`config.mk`:
```
export PLATFORM = sky130hd
export DESIGN_NAME = i2c_cmd_queue
export DESIGN_NICKNAME = d
export VERILOG_FILES = /design/src/rtl/i2c_cmd_queue.sv
export SDC_FILE = /design/constraint.sdc
export NUM_CORES = 1
export LEC_CHECK = 0
export CORE_AREA = 5 5 101 103
export DETAILED_ROUTE_END_ITERATION = 10
export DIE_AREA = 0 0 106 108
export GPL_TIMING_DRIVEN = 1
export PLACE_DENSITY = 0.46
export SLEW_MARGIN = 10
export SYNTH_ARGS = -nofsm -noshare
export SYNTH_HDL_FRONTEND = slang
export SYNTH_SLANG_ARGS = --single-unit
```
`constraint.sdc`:
```
create_clock -name clk -period 3.04 [get_ports clk]
set_clock_uncertainty 0.1 [all_clocks]
set_input_delay 0.608 -clock clk [delete_from_list [all_inputs] [get_ports clk]]
set_output_delay 0.608 -clock clk [all_outputs]
set_load 0.005 [all_outputs]
```
`src/rtl/i2c_cmd_queue.sv`:
```
// Command FIFO feeding an I2C master: queues {address, rw} entries and issues them
// one at a time with an enable strobe, waiting for the master's busy cycle or a timeout.
module i2c_cmd_queue #(
  parameter int DEPTH     = 4,
  parameter int EN_CYCLES = 3,
  parameter int TIMEOUT   = 255
) (
  input  logic                   clk,
  input  logic                   rst,
  input  logic                   push,
  input  logic [6:0]             push_addr,
  input  logic                   push_rw,
  output logic                   full,
  output logic                   empty,
  output logic [$clog2(DEPTH):0] count,
  input  logic                   master_busy,
  output logic                   enable,
  output logic [6:0]             dest_address,
  output logic                   rw,
  output logic                   done,
  output logic                   timeout_err,
  output logic [2:0]             state_dbg
);

  localparam int AW = $clog2(DEPTH);
  localparam int CW = AW + 1;
  localparam int PW = (EN_CYCLES > 1) ? $clog2(EN_CYCLES) : 1;
  localparam int TW = $clog2(TIMEOUT + 1);

  typedef enum logic [2:0] {
    S_IDLE      = 3'd0,
    S_LOAD      = 3'd1,
    S_PULSE     = 3'd2,
    S_WAIT_BUSY = 3'd3,
    S_WAIT_IDLE = 3'd4
  } state_e;

  // Handshakes: a push is taken on any rising edge with push=1 and full=0 (else dropped);
  // a command is started only from IDLE with busy low, and the master acknowledges it
  // by raising master_busy after enable, then lowering it when the transfer is over.

  state_e          state_q, state_d;
  logic [7:0]      mem_q [DEPTH];
  logic [AW-1:0]   wr_ptr_q, wr_ptr_d, rd_ptr_q, rd_ptr_d;
  logic [CW-1:0]   count_q, count_d;
  logic            full_q, empty_q;
  logic [6:0]      dest_q;
  logic            rw_q;
  logic [PW-1:0]   pulse_cnt_q, pulse_cnt_d;
  logic [TW-1:0]   tmo_cnt_q, tmo_cnt_d;
  logic            push_ok, pop, tmo_hit;

  always_comb begin
    push_ok  = push && !full_q;
    pop      = (state_q == S_LOAD);
    wr_ptr_d = wr_ptr_q + AW'(push_ok);
    rd_ptr_d = rd_ptr_q + AW'(pop);
    count_d  = count_q + CW'(push_ok) - CW'(pop);
    tmo_hit  = ((state_q == S_WAIT_BUSY) || (state_q == S_WAIT_IDLE)) &&
               (tmo_cnt_q == TW'(TIMEOUT));
  end

  always_ff @(posedge clk) begin
    if (push_ok) mem_q[wr_ptr_q] <= {push_addr, push_rw};
  end

  always_ff @(posedge clk) begin
    if (rst) begin
      state_q     <= S_IDLE;
      wr_ptr_q    <= '0;
      rd_ptr_q    <= '0;
      count_q     <= '0;
      full_q      <= 1'b0;
      empty_q     <= 1'b1;
      dest_q      <= '0;
      rw_q        <= 1'b0;
      pulse_cnt_q <= '0;
      tmo_cnt_q   <= '0;
    end else begin
      state_q     <= state_d;
      wr_ptr_q    <= wr_ptr_d;
      rd_ptr_q    <= rd_ptr_d;
      count_q     <= count_d;
      full_q      <= (count_d == CW'(DEPTH));
      empty_q     <= (count_d == '0);
      pulse_cnt_q <= pulse_cnt_d;
      tmo_cnt_q   <= tmo_cnt_d;
      if (pop) {dest_q, rw_q} <= mem_q[rd_ptr_q];
    end
  end

  // In WAIT_BUSY an expired budget wins over a late busy; in WAIT_IDLE completion wins.
  always_comb begin
    state_d     = state_q;
    pulse_cnt_d = pulse_cnt_q;
    tmo_cnt_d   = tmo_cnt_q;
    case (state_q)
      S_IDLE: if (!empty_q && !master_busy) state_d = S_LOAD;
      S_LOAD: begin
        state_d     = S_PULSE;
        pulse_cnt_d = '0;
        tmo_cnt_d   = '0;
      end
      S_PULSE: begin
        if (pulse_cnt_q == PW'(EN_CYCLES - 1)) state_d = S_WAIT_BUSY;
        else pulse_cnt_d = pulse_cnt_q + PW'(1);
      end
      S_WAIT_BUSY: begin
        if (tmo_hit) state_d = S_IDLE;
        else begin
          tmo_cnt_d = tmo_cnt_q + TW'(1);
          if (master_busy) state_d = S_WAIT_IDLE;
        end
      end
      S_WAIT_IDLE: begin
        if (!master_busy || tmo_hit) state_d = S_IDLE;
        else tmo_cnt_d = tmo_cnt_q + TW'(1);
      end
      default: state_d = S_IDLE;
    endcase
  end

  always_comb begin
    enable       = (state_q == S_PULSE);
    done         = (state_q == S_WAIT_IDLE) && !master_busy;
    timeout_err  = tmo_hit && !done;
    full         = full_q;
    empty        = empty_q;
    count        = count_q;
    dest_address = dest_q;
    rw           = rw_q;
    state_dbg    = state_q;
  end

endmodule
```
==> results of run 1 <==
final cells by class:
class | count | area (µm²)
inverter | 7 | 26.28
sequential | 62 | 1562
multi-input combinational | 125 | 870.8
clock buffer | 9 | 123.9
clock inverter | 7 | 98.84
timing repair buffer | 38 | 360.3
fill | 926 | 5928
tap | 111 | 138.9
sequential cells by signal (all words and copies together), names as in the netlist:
name          count
rd_ptr_q          2
state_dbg         3
rw                1
mem_q            32
wr_ptr_q          2
pulse_cnt_q       2
full              1
tmo_cnt_q         8
count             3
dest_address      7
empty             1
tightest hold or removal path, stage by stage, from the launching register on:
cell	delay (ns)
sky130_fd_sc_hd__dfxtp_1	0.31
sky130_fd_sc_hd__nand2_1	0.05
sky130_fd_sc_hd__a21oi_1	0.05
report_power, final:
group	total, mW	switching (mW)	internal (mW)
sequential	1.12	0.103	1.02
combinational	0.629	0.279	0.350
clock	0.794	0.330	0.464
total	2.54	0.712	1.83
cell usage in the layout (no fill, tap or decap), drive strengths merged, types with 3 or more instances in the layout:
master,count
nor3,4
nand3,3
edfxtp,32
clkbuf,9
mux4,8
ha,4
xnor2,4
or3,4
and3,4
clkinv,4
nand2,22
a21oi,16
a211oi,3
o21ai,7
dfxtp,30
inv,7
nor2,21
buf,8
clkdlybuf4s50,30
cells by family after synthesis:
family / synth area share
fa+ha+maj: 0.02781
xor+xnor: 0.02085
mux: 0.07994
compound gates: 0.07448
flops: 0.6197
simple gates: 0.1425
buf+inv: 0.03476
routing by layer:
layer | wire length, µm | part of all wire
met3 | 203 | 0.042
met5 | 0 | 0
met4 | 42 | 0.0087
met2 | 2352 | 0.49
met1 | 2245 | 0.46
worst max path at each step:
stage,cells past startpoint,to
2_1_floorplan,11,full
6_report,5,timeout_err
3_3_place_gp,5,timeout_err
3_5_place_dp,5,timeout_err
4_1_cts,5,timeout_err
5_1_grt,5,timeout_err
metrics by stage:
step                      worst slack (ns)  instances  power (mW)
after floorplan                     0.4455        206       1.509
after global placement              0.2306        343       1.785
after detailed placement            0.1915        343       1.788
after CTS                           0.1855        359       2.597
after global routing                0.1495        359       2.706
final                               0.2078        359       2.543
==> results.txt, run 1 <==
----------------------------------------------------
[Flow run]
  Number of max-capacitance violations reported ... 0

[Logic synthesis]
  Post-synth cell types ... 39
  Number of register bits inferred by synthesis ... 62
  Synth top cells by count ... sky130_fd_sc_hd__edfxtp_1, sky130_fd_sc_hd__dfxtp_1, sky130_fd_sc_hd__nand2_1
  Post-Synthesis Net Count ... 223
  Number of warnings reported in the yosys synthesis log ... 0
  Main flop type after synthesis ... sky130_fd_sc_hd__edfxtp_1
  Fraction of the yosys area taken by sequential cells ... 0.6197
  Post-synth top area cell ... sky130_fd_sc_hd__edfxtp_1
  Mapped Avg Cell Area ... 12.23 µm²
  Fraction of registers with async set/reset ... 0
  Number of flops mapped to enable cells by yosys ... 32
  Ranking of synthesized cells by area ... sky130_fd_sc_hd__edfxtp_1, sky130_fd_sc_hd__dfxtp_1, sky130_fd_sc_hd__mux4_2
  Total standard cell area after synthesis ... 0.002520 mm²
  Post-Synthesis Cells ... 206
  Post-synth top area share ... 0.3813
  Most frequent cell after synthesis ... sky130_fd_sc_hd__edfxtp_1

[Placement]
  Number of port buffers ... 30
  DPL Wire Length ... 3297 µm
  Final Wtd Congestion ... 0.6914
  Cell Area, Placed ... 0.002958 mm²

[Pwr]
  Maximum vdd drop ... 0.2387 mV
  Leakage ... 1.069 nW
  Cell Pwr Density ... 799.6 mW/mm²

[Global route]
  GR Layer Usage met3 ... 0.04000
  Antenna violations before repair ... 0
  Global-route wire length before repair ... 7845 µm
  Remaining Overflow, GRT ... 0
  Met2 layer usage reported by global route ... 0.1489
  GRT Total Usage ... 0.08989
  Met1 track demand over resource ... 0.1054
  Layer carrying the most global-route usage ... met2
  Pin count of the biggest net entering global routing ... 14
  Number of global-route vias before repair ... 1608

[Setup path]
  Worst r2r src ... state_dbg[1]
  Crit end category ... output pin
  Worst-case reg-to-reg path depth ... 9
  Crit path max fanout ... 4
  Worst endpoint data arrival time ... 2.12 ns
  Most used cell along the critical path ... sky130_fd_sc_hd__clkdlybuf4s50_1
  Number of buffer and inverter instances along the worst setup path ... 2
  R2R Path End ... full
  Maximum single-stage delay on the critical path ... 0.53 ns
  CP delay by family, top ... buffers and inverters
  Register-to-register setup slack ... 0.65 ns
  Slowest stage cell, crit path ... sky130_fd_sc_hd__clkdlybuf4s50_1
  Worst endpoint required time ... 2.33 ns
  Critical path launch point type ... primary input
  Start point of the critical path ... master_busy
  Cells along the critical path ... clkdlybuf4s50_1 > and4bb_4 > nor2_1 > nor3_1 > clkdlybuf4s50_1
  Worst setup path class ... in -> out

[STA]
  Shortest clock period the worst path allows after layout ... 2.832 ns
  Post-route fraction of the period consumed by the critical path ... 0.9316
  Setup repair after global routing missed its margin ... no
  Setup_tns ... 0 ns
  Number of pins with negative max-slew slack in the final report ... 0
  Count of endpoints failing hold in the final timing report ... 0
  Maximum frequency from static timing analysis ... 353.1 MHz
  Worst Hold Margin ... 0.3549 ns
  Setup-violating endpoint count in the final report ... 0
  Rel. slew slack ... 0.5635
  Actual slew at the worst max-slew pin ... 0.6538 ns

[Die]
  Core Rows ... 35
  Die Y ... 108 µm
  Area of the core ... 0.009109 mm²
  Num ports ... 31
  Initial Util ... 0.2766
  Width of the die ... 106 µm
  Die area ... 0.01145 mm²

[Cells and area]
  Post-synthesis to final-layout area growth ... 26.22%
  Share of final-layout standard cells stronger than drive strength 1 ... 0.1532
  Number of nets in the layout ... 260
  Core utilization of the finished layout ... 0.3492
  Final design instance area without fill ... 0.003181 mm²
  Antenna diode instance count ... 0

[Worst hold path]
  Worst Hold End ... rw
  Worst hold path cell count ... 2
  Beginning of the worst hold path ... rw
  Type of the tightest min-delay check ... reg -> reg

[Detailed routing]
  Antenna viol nets, final ... 0
  Detailed Route WL ... 4844 µm
  Iteration-0 DRC Markers ... 49
  Detailed-route DRC error count ... 0
  Final routed wire length divided by cell count ... 13.49 µm
  DRT Pass-1 Iters ... 4
  Vias ... 1638
  Number of vias per cell ... 4.563

[Clock tree]
  Post-CTS setup buffers ... 0
  Clock Latency Late Sink ... 0.33 ns
  Sinks on Clock Net ... 62
  Maximum level of the CTS H-tree ... 3
  CTS max path bufs ... 2
  Clock tree from TritonCTS ... built
  Number of buffers added to fix hold violations after cts ... 0
  Library cell used as clock root buffer ... sky130_fd_sc_hd__clkbuf_8
  CTS clk-pin slew, worst paths ... 0.07 ns
  Post-CTS sizing ... 0
  Number of clock buffers inserted by TritonCTS ... 9

[Status]
  Outcome ... finished clean

----------------------------------------------------
Note: power is estimated with default switching activity, not from simulation.
==> inputs of run 2 (changes only) <==
Settings changed: GPL_TIMING_DRIVEN 1 to default, PLACE_DENSITY 0.46 to 0.48.
==> run 2 against run 1 <==
Sequential power about the same. Critical endpoint unchanged. Highest routed layer unchanged. Critical path type unchanged. Register-to-register slack barely moved. Total power grew 0.25%.
==> results.txt, run 2 (synthesis gave the netlist of run 1 again) <==
----------------------------------------------------
[Setup path]
  Worst endpoint required time ... 2.33 ns
  Crit end category ... output pin
  Worst endpoint data arrival time ... 2.15 ns
  Worst setup path class ... in -> out
  Critical path launch point type ... primary input
  Crit path max fanout ... 4

[Global route]
  Global-route wire length before repair ... 7686 µm
  Number of global-route vias before repair ... 1520
  Pin count of the biggest net entering global routing ... 19
  Remaining Overflow, GRT ... 0
  GRT Total Usage ... 0.08926
  Antenna violations before repair ... 0

[Cells and area]
  Max FFs per register ... 32
  Leading cell type in the layout, fill and taps excluded ... sky130_fd_sc_hd__edfxtp_1
  Antenna diode instance count ... 0
  Post-synthesis to final-layout area growth ... 26.27%
  Number of nets in the layout ... 260
  Commonest non-fill, non-tap cells in the layout ... sky130_fd_sc_hd__edfxtp_1, sky130_fd_sc_hd__dfxtp_1, sky130_fd_sc_hd__clkdlybuf4s50_1, sky130_fd_sc_hd__nand2_1, sky130_fd_sc_hd__nor2_1
  Reg with most FFs ... mem_q
  Final design instance area without fill ... 0.003182 mm²
  Footprint of the multi-input gates ... 870.8 µm²
  Core utilization of the finished layout ... 0.3493
  Sequential cell area ... 0.001562 mm²
  Fillers ... 910
  Share of final-layout standard cells stronger than drive strength 1 ... 0.1492
  Layout Cells excl Fill ... 359

[Die]
  Width of the die ... 106 µm
  Area of the core ... 0.009109 mm²
  Num ports ... 31
  Core Rows ... 35
  Die Y ... 108 µm
  Initial Util ... 0.2766
  Die area ... 0.01145 mm²

[Detailed routing]
  Routed met3 length ... 285 µm
  DRT Pass-1 Iters ... 4
  Detailed-route DRC error count ... 0
  Met1 Routed Length ... 2217 µm
  DR top layer ... met4
  Detailed Route WL ... 4852 µm
  Final routed wire length divided by cell count ... 13.52 µm
  Detail Route met2 WL ... 2304 µm
  Vias ... 1617
  Antenna viol nets, final ... 0
  Iteration-0 DRC Markers ... 41
  Number of vias per cell ... 4.504

[Placement]
  Cells after DPL ... 343
  Final Wtd Congestion ... 0.7065
  Number of port buffers ... 30
  DPL Wire Length ... 3277 µm
  Cell Area, Placed ... 0.002958 mm²
  Worst-case setup slack after placement ... 0.2005 ns

[Clock tree]
  CTS max path bufs ... 2
  Clock tree from TritonCTS ... built
  Sinks on Clock Net ... 62
  Number of buffers added to fix hold violations after cts ... 0
  Number of clock buffers inserted by TritonCTS ... 9
  Library cell used as clock root buffer ... sky130_fd_sc_hd__clkbuf_8
  Post-CTS setup buffers ... 0
  Clock Latency Late Sink ... 0.33 ns
  Maximum level of the CTS H-tree ... 3
  CTS clk-pin slew, worst paths ... 0.07 ns
  Post-CTS sizing ... 0

[Worst hold path]
  Type of the tightest min-delay check ... reg -> reg

[Status]
  Outcome ... finished clean

[STA]
  Post-route fraction of the period consumed by the critical path ... 0.9396
  Setup slack of the critical path after layout ... 0.1837 ns
  Actual slew at the worst max-slew pin ... 0.7193 ns
  Setup-violating endpoint count in the final report ... 0
  Shortest clock period the worst path allows after layout ... 2.856 ns
  Rel. slew slack ... 0.5190
  Setup repair after global routing missed its margin ... no
  Worst Hold Margin ... 0.3570 ns
  Number of pins with negative max-slew slack in the final report ... 0
  Count of endpoints failing hold in the final timing report ... 0
  Maximum frequency from static timing analysis ... 350.1 MHz
  Setup_tns ... 0 ns

[Flow run]
  Number of max-capacitance violations reported ... 0

[Pwr]
  Cell Pwr Density ... 801.2 mW/mm²
  Leakage ... 1.062 nW
  Post-layout total power ... 2.549 mW
  Maximum vdd drop ... 0.2707 mV

----------------------------------------------------
-- run 2: cell count changes in the layout (fill, tap and decap cells not counted), sizes merged --
cell,before,now
clkinvlp,1,3
clkinv,4,0
clkbuf,9,11
-- run 2: metal layers --
metal | GRT usage | vias to the layer above
li1 | - | 814
met1 | 0.1054 | 763
met2 | 0.1421 | 34
met3 | 0.04418 | 6
met4 | 0.03053 | 0
met5 | 0 | -
-- run 2: cell type report --
class,instances,area share
Clock buffer,11,0.04444
Clock inverter,5,0.02595
Inverter,7,0.008258
Multi-Input combinational cell,125,0.2737
Sequential cell,62,0.4908
Tap cell,111,0.04365
Timing Repair Buffer,38,0.1133
-- run 2: report_power, final --
group / leakage [nW] / switching [mW] / total (mW) / internal, mW
registers: 0.538 / 0.105 / 1.12 / 1.02
logic: 0.422 / 0.282 / 0.633 / 0.351
clock network: 0.102 / 0.310 / 0.794 / 0.484
total: 1.06 / 0.697 / 2.55 / 1.85
-- run 2: critical path, stage by stage --
cell and delay [ns]:
sky130_fd_sc_hd__clkdlybuf4s50_1 0.53, sky130_fd_sc_hd__and4bb_4 0.28, sky130_fd_sc_hd__nor2_1 0.06, sky130_fd_sc_hd__nor3_1 0.14
sky130_fd_sc_hd__clkdlybuf4s50_1 0.53
-- run 2: final timing paths --
| check | start | to | slack (ns) | cells after the start |
|---|---|---|---|---|
| worst max-delay path | master_busy | timeout_err | 0.18 | 5 |
| worst min-delay path | dest_address[4] | dest_address[4] | 0.36 | 2 |
| worst max register to register | state_dbg[2] | full | 0.64 | 9 |
| worst min register to register | dest_address[4] | dest_address[4] | 0.36 | 2 |
